File: src/rtl/hex_lock_ctrl.sv
// hex_lock_ctrl: 4-digit hex password lock sequencer; optional entry timeout via HEX_LOCK_ENTRY_TIMEOUT_EN
module hex_lock_ctrl #(
  parameter logic [15:0] DEFAULT_PSWD   = 16'hA5C3,
  parameter int          MAX_TRIES      = 3,
  parameter int          LOCKOUT_CYCLES = 1000,
  parameter int          UNLOCK_CYCLES  = 500,
  parameter int          ENTRY_TIMEOUT  = 200
) (
  input  logic                             clk,
  input  logic                             reset,
  input  logic                             key_valid,
  input  logic [3:0]                       key_data,
  input  logic                             chg_req,
  output logic                             lock,
  output logic                             buzzer,
  output logic                             err,
  output logic                             pw_updated,
  output logic [$clog2(MAX_TRIES+1)-1:0]   attempts,
  output logic [2:0]                       state
);
  localparam int AW   = $clog2(MAX_TRIES + 1);
  localparam int TMAX = LOCKOUT_CYCLES > UNLOCK_CYCLES ? LOCKOUT_CYCLES : UNLOCK_CYCLES;
  localparam int TW   = $clog2(TMAX + 1);
  typedef enum logic [2:0] {IDLE, ENTRY, CHECK, OPEN, NEWPW, LOCKOUT} st_t;
  st_t             st;
  logic [1:0]      dcnt;
  logic            mm;
  logic [0:3][3:0] pw, sh;
  logic [TW-1:0]   tmr;
  logic [AW-1:0]   att_nxt;
`ifdef HEX_LOCK_ENTRY_TIMEOUT_EN
  localparam int IW = $clog2(ENTRY_TIMEOUT + 1);
  logic [IW-1:0]   icnt;
`else
  logic            unused_to;
  assign unused_to = ENTRY_TIMEOUT > 0;
`endif
  assign att_nxt = attempts == AW'(MAX_TRIES) ? attempts : attempts + AW'(1);
  assign state   = st;
  // Sequencer: digit collection, compare, unlock/lockout timing and password commit
  always_ff @(posedge clk or posedge reset)
    if (reset) begin
      st         <= IDLE;
      dcnt       <= '0;
      mm         <= 1'b0;
      pw         <= DEFAULT_PSWD;
      sh         <= '0;
      tmr        <= '0;
      lock       <= 1'b1;
      buzzer     <= 1'b0;
      err        <= 1'b0;
      pw_updated <= 1'b0;
      attempts   <= '0;
`ifdef HEX_LOCK_ENTRY_TIMEOUT_EN
      icnt       <= '0;
`endif
    end else begin
      err        <= 1'b0;
      pw_updated <= 1'b0;
      case (st)
        IDLE: if (key_valid) begin
          mm   <= key_data != pw[0];
          dcnt <= 2'd1;
          st   <= ENTRY;
`ifdef HEX_LOCK_ENTRY_TIMEOUT_EN
          icnt <= '0;
`endif
        end
        ENTRY: if (key_valid) begin
          mm   <= mm | (key_data != pw[dcnt]);
          dcnt <= dcnt + 2'd1;
          if (dcnt == 2'd3) st <= CHECK;
`ifdef HEX_LOCK_ENTRY_TIMEOUT_EN
          icnt <= '0;
        end else if (icnt == IW'(ENTRY_TIMEOUT - 1)) begin
          st   <= IDLE;
          dcnt <= '0;
        end else begin
          icnt <= icnt + IW'(1);
`endif
        end
        CHECK: if (!mm) begin
          attempts <= '0;
          lock     <= 1'b0;
          tmr      <= '0;
          st       <= OPEN;
        end else begin
          err      <= 1'b1;
          attempts <= att_nxt;
          if (att_nxt == AW'(MAX_TRIES)) begin
            buzzer <= 1'b1;
            tmr    <= '0;
            st     <= LOCKOUT;
          end else st <= IDLE;
        end
        OPEN: if (chg_req) begin
          dcnt <= '0;
          st   <= NEWPW;
`ifdef HEX_LOCK_ENTRY_TIMEOUT_EN
          icnt <= '0;
`endif
        end else if (tmr == TW'(UNLOCK_CYCLES - 1)) begin
          lock <= 1'b1;
          st   <= IDLE;
        end else tmr <= tmr + TW'(1);
        NEWPW: if (key_valid) begin
          sh[dcnt] <= key_data;
          dcnt     <= dcnt + 2'd1;
          if (dcnt == 2'd3) begin
            pw         <= {sh[0], sh[1], sh[2], key_data};
            pw_updated <= 1'b1;
            lock       <= 1'b1;
            st         <= IDLE;
          end
`ifdef HEX_LOCK_ENTRY_TIMEOUT_EN
          icnt <= '0;
        end else if (icnt == IW'(ENTRY_TIMEOUT - 1)) begin
          dcnt <= '0;
          lock <= 1'b1;
          st   <= IDLE;
        end else begin
          icnt <= icnt + IW'(1);
`endif
        end
        LOCKOUT: if (tmr == TW'(LOCKOUT_CYCLES - 1)) begin
          buzzer   <= 1'b0;
          attempts <= '0;
          st       <= IDLE;
        end else tmr <= tmr + TW'(1);
        default: begin
          lock   <= 1'b1;
          buzzer <= 1'b0;
          st     <= IDLE;
        end
      endcase
    end
endmodule
File: config.mk
export PLATFORM = sky130hd
export DESIGN_NAME = hex_lock_ctrl
export DESIGN_NICKNAME = d
export VERILOG_FILES = /design/src/rtl/hex_lock_ctrl.sv
export SDC_FILE = /design/constraint.sdc
export NUM_CORES = 1
export LEC_CHECK = 0
export ABC_CLOCK_PERIOD_IN_PS = 1800
export BUFFER_PORTS_ARGS = -buffer_cell sky130_fd_sc_hd__buf_2
export CAP_MARGIN = 10
export CORE_ASPECT_RATIO = 0.9
export CORE_UTILIZATION = 54
export CTS_CLUSTER_DIAMETER = 50
export DETAILED_ROUTE_END_ITERATION = 7
export MAX_ROUTING_LAYER = met4
export PLACE_DENSITY = 0.85
export SLEW_MARGIN = 20
export SYNTH_ARGS = -nofsm -noshare
export SYNTH_HDL_FRONTEND = slang
export SYNTH_SLANG_ARGS = --single-unit
export TNS_END_PERCENT = 50
File: constraint.sdc
create_clock -name clk -period 1.8 [get_ports clk]
set_clock_uncertainty 0.05 [all_clocks]
set_input_delay 0.27 -clock clk [delete_from_list [all_inputs] [get_ports clk]]
set_output_delay 0.27 -clock clk [all_outputs]
set_load 0.03 [all_outputs]
======== Word-level counts from Yosys, hierarchy flattened ========
Cells that the tools add are included.
storage, ports and cells
  flip-flop bits (word level) ............. 54
  bits in latches ......................... 0
  bits in writable memories ............... 0
  memory bits (read-only) ................. 0
  output and inout port bits .............. 9
  memories kept ........................... 0
operators by class
  add/subtract/negate cells ............... 3
  multiply operators ...................... 0
  divide/modulo/power cells ............... 0
  $lt $le $gt $ge ......................... 2
  equality and inequality tests ........... 29
  shift operators ......................... 0
  muxes and demuxes ....................... 49
  bitwise operators ....................... 4
  reductions and logical operators ........ 18
operator list
  kind                   count
  $mux 10                5
  $mux 3                 10
  $pmux 10 s3            1
  $ne 2x2->1 const B     14
  $pmux 3 s6             1
  $bwmux 16              1
  $mux 1                 15
  $mux 2                 6
  $mux 4                 3
  $add 10x1->10 const B  1
  $eq 10x10->1 const B   1
  $eq 10x9->1 const B    1
  $bmux 4 s2             1
  $demux 4 s2            1
  $ne 4x4->1             2
  $reduce_and 4->1       2
  $reduce_and 7->1       1
  $eq 2x2->1 const B     3
  $eq 3x2->1 const B     2
  $eq 3x3->1 const B     2
  $ne 3x3->1 const B     2
  $pmux 2 s3             1
  $reduce_and 3->1       2
  $reduce_and 6->1       1
  21 further kinds       26

======== Logic depth before layout (Yosys ltp) ========
  depth after elaboration ................. 8
  gate-level depth with buffers ........... 7
  depth with buffers taken out ............ 6

======== Least setup slack after synthesis ========
OpenSTA, ideal clock, no wires.
  path kind ............................... register to register
  start ................................... register dcnt[0]
  end ..................................... register mm
  library setup time ...................... 0.128 ns
  arrival time ............................ 1.821 ns
  required time ........................... 1.622 ns
  slack ................................... -0.199 ns
  cell stages (with the launch flop) ...... 7
  path buffers ............................ 1
  period minus slack after synthesis ...... 1.999 ns
  cells stage by stage .................... dfrtp_1 -> buf_6 -> mux4_2 -> xor2_1 -> or4_1 -> nor4_1 -> nor3_1
between the ends
  cells in the longest elaborated chain, start to end .. 8
ends and longest elaborated chain
  item                                        RTL line  text
  start: declaration                          26        logic [1:0] dcnt;
  start signal: assignment                    71        dcnt <= dcnt + 2'd1;
  start signal: assignment                    108       dcnt <= dcnt + 2'd1;
  $not 2->3 (implied by the code)             70        mm <= mm | (key_data != pw[dcnt]);
  $bmux 4 s2                                  70
  $mux 4 (implied by the code) (2 in series)  70
  $ne 4x4->1                                  70
  $or 1x1->1                                  70
  $mux 1                                      69        ENTRY: if (key_valid) begin
  $pmux 1 s2                                  60        case (st)
  end signal: assignment                      62        mm <= key_data != pw[0];
  end signal: assignment                      70
  end: declaration                            27        logic mm;
Every way passes these cells. The select of a mux whose other input is x is not followed.
A chain may end at the register's enable or synchronous reset.

======== Worst setup path after layout ========
Ends and elaborated chain as after synthesis.

==> results.toml <==
[status]
status = "complete, but fails checks"
violations = "setup timing"

[cells_and_area]
areaGrowthSynthToFinish_pct = 22.3
layout.cells.non_filler = 334
finish.utilization_pct = 69.5
seq_area_um2 = 1260
fillers = 305
drive_above_1_share_pct = 40.1
diodes = 0
fin_nets = 284
multiInputGateArea_um2 = 1290

[yosys]
synthArstFlopShare_pct = 100
syn_area_per_cell_um2 = 11.4
synth_seq_cells = 50
ys_top_cells_by_count = "dfrtp_1 (41), mux2_2 (30), nor2_1 (14), nand2_1 (13)"
synth_most_common_cell = "dfrtp_1"
synth.largest_area_cell = "dfrtp_1"
synthCells = 225
synth_ff_type = "dfrtp_1"
yosysSeqAreaShare_pct = 49.2
synthesis.area_um2 = 2570
synthTopCellsByArea = "dfrtp_1 (40%), mux2_2 (13%), dfstp_2 (9.2%)"
yosysUniqueCellTypes = 46
yosysWarnings = 0
synth-edff-count = 0
synth_top_area_share_pct = 40.0
synth_fp_nets = 238

[place]
hpwl_um = 4160
placedCellCount = 324
port_buffers = 16
routabilityCongestion = 0.851
post-place-ws_ps = -102

[worst_setup_path]
worst_r2r_endpoint = "mm"
cp_max_fo = 2
path_class = "register to register"
reg2reg_depth = 5
crit_path_start_kind = "register"
ff2ff_setup_slack_ps = -60
r2r_start = "dcnt[0]"
required_ps = 1940
cp.arrival_ps = 2000
cp-end-kind = "register"

[routing]
viasPerCell = 6.09
drc = 0
vias = 2033
wl_per_cell_um = 18.2
drt_pre_antenna_iters = 5
drt_wl_total_um = 6080
drt-initial-drc-count = 218
ant_nets = 0

[die]
die_y_um = 67.4
dieArea_um2 = 5030
die_w_um = 74.7
start_util_pct = 56.8
rows = 23
core_area_um2 = 4520
io_pins = 17

[job]
drv_cap = 0

[power_and_ir_drop]
combPwrFrac_pct = 41.3
pwr-share-clk_pct = 21.0
power_density_nw_per_um2 = 1480
vdd_ir_drop_max_mv = 0.719
power.internal_mw = 2.95
seqPwrFrac_pct = 37.7
cellLeakagePower_nw = 1.48
p_total_mw = 4.65
switching_share_pct = 36.6
p_sw_mw = 1.70

[sta]
fin_crit_sh_pct = 103
slew_headroom_pct = 70.3
finalHoldViolCount = 0
period_needed_ps = 1860
rsz0062_at_grt = "yes"
drv_slew = 0
fin_ws_ps = -60.9
tns_ps = -156
max_freq_ghz = 0.537
worst_slew_pin_slew_ps = 445
setup_viol = 3

[global_route]
grt_pass1_wl_um = 9290
grt_antenna_before_repair = 0
grt_max_degree = 22
grt.total_usage_pct = 26.4
first_global_vias = 1883
grt_overflow_total = 0

[min_path]
whs_endpoint = "sh[9]"
hold_path_class = "input pin to register"
hp-start = "key_data[1]"
worstHoldPathCells = 2

[clock_network]
cts_made_buffers = 5
clock-root-buffer = "clkbuf_8"
clk_pin_slew_ps = 90
h-tree-depth = 2
cts_buffer_depth = 2
cts_tree = "built"
cts.sinks = 50
clkLatencyLatePin_ps = 310
==> layer usage <==
layer  up-vias  GRT usage, %  part of all wire, %
met2        92          40.9                   48
met4         0          10.6                  3.0
met1      1017          34.2                   43
met3        18          5.07                  5.7
li1        906             -                    -
met5         -             -                    0
==> layout make-up <==
type                            count  share of cell area (%)
Clock buffer                        6                    2.63
Tap cell                           62                    2.47
Timing Repair Buffer               46                    10.2
Multi-Input combinational cell    156                    41.1
Sequential cell                    50                    40.3
Clock inverter                      2                    1.91
Inverter                           12                    1.43
==> how the worst max path moves through the flow <==
stage / start / to / slack (ps) / depth (start not counted)
after CTS: dcnt[0] / mm / -80 / 5
after detailed placement: tmr[2] / tmr[0] / -100 / 5
after global routing: dcnt[0] / state[1] / -140 / 7
after floorplan: dcnt[0] / mm / -110 / 6
final: dcnt[0] / mm / -60 / 5
after global placement: tmr[2] / state[0] / -20 / 5
==> metrics by stage <==
stage | hold slack, ps | instance area [um2]
finish | 238 | 3140
global route | 243 | 3140
CTS | 235 | 3110
detailed placement | 252 | 2930
global placement | 247 | 2930
floorplan | 370 | 2590
==> worst max-delay path, cell delays in order, from the launching register on <==
cell	delay, ps
dfrtp_1	370
mux4_2	510
xor2_1	160
or4_1	430
nor4_2	160
nor3_1	70
==> cells by family after synthesis <==
kind of cell	count (synthesis)	synth area share (%)
flops	50	49.2
fa+ha+maj	6	2.83
compound gates	37	9.26
xor+xnor	13	4.43
simple gates	61	12.1
mux	39	19.1
buf+inv	19	3.17
==> state kept, by name, summed over array words and instances (netlist names) <==
signal	count
attempts	2
buzzer	1
dcnt	2
err	1
lock	1
mm	1
pw	16
pw_updated	1
sh	12
state	3
tmr	10
==> cells in the final DEF (no fill, tap or decap), drive strengths merged, types with 2 or more instances in the layout <==
cell type,netlist,final
a211oi,3,3
a21oi,8,8
a31oi,3,3
buf,4,45
bufinv,0,2
clkbuf,3,6
dfrtp,41,41
dfstp,9,9
ha,5,5
inv,12,12
mux2,30,30
mux2i,5,5
mux4,4,4
nand2,13,13
nand2b,4,4
nand3,3,3
nand3b,2,2
nand4,3,3
nor2,14,14
nor2b,4,4
nor3,8,8
nor4,2,2
o2111ai,2,2
o21ai,11,11
o22ai,3,3
or3,2,2
xnor2,5,5
xor2,8,8
==> repair_timing <==
item | 4_1_cts | 5_1_grt
endpoints found under the hold margin | 16 | 0
pin swaps | 1 | 0
endpoints found under the setup margin | 5 | 7
gates resized for setup | 6 | 7
buffers inserted | 1 | 0
hold buffers | 1 | 0
==> power groups by stage <==
stage / combinational, mW / sequential (mW) / clock (mW)
5_1_grt: 2.06 / 1.80 / 1.03
2_1_floorplan: 1.10 / 1.82 / 0
3_5_place_dp: 1.75 / 1.76 / 0
6_report: 1.92 / 1.75 / 0.979
3_3_place_gp: 1.68 / 1.74 / 0
4_1_cts: 1.82 / 1.74 / 0.988
Power figures use the tool's default switching activity.
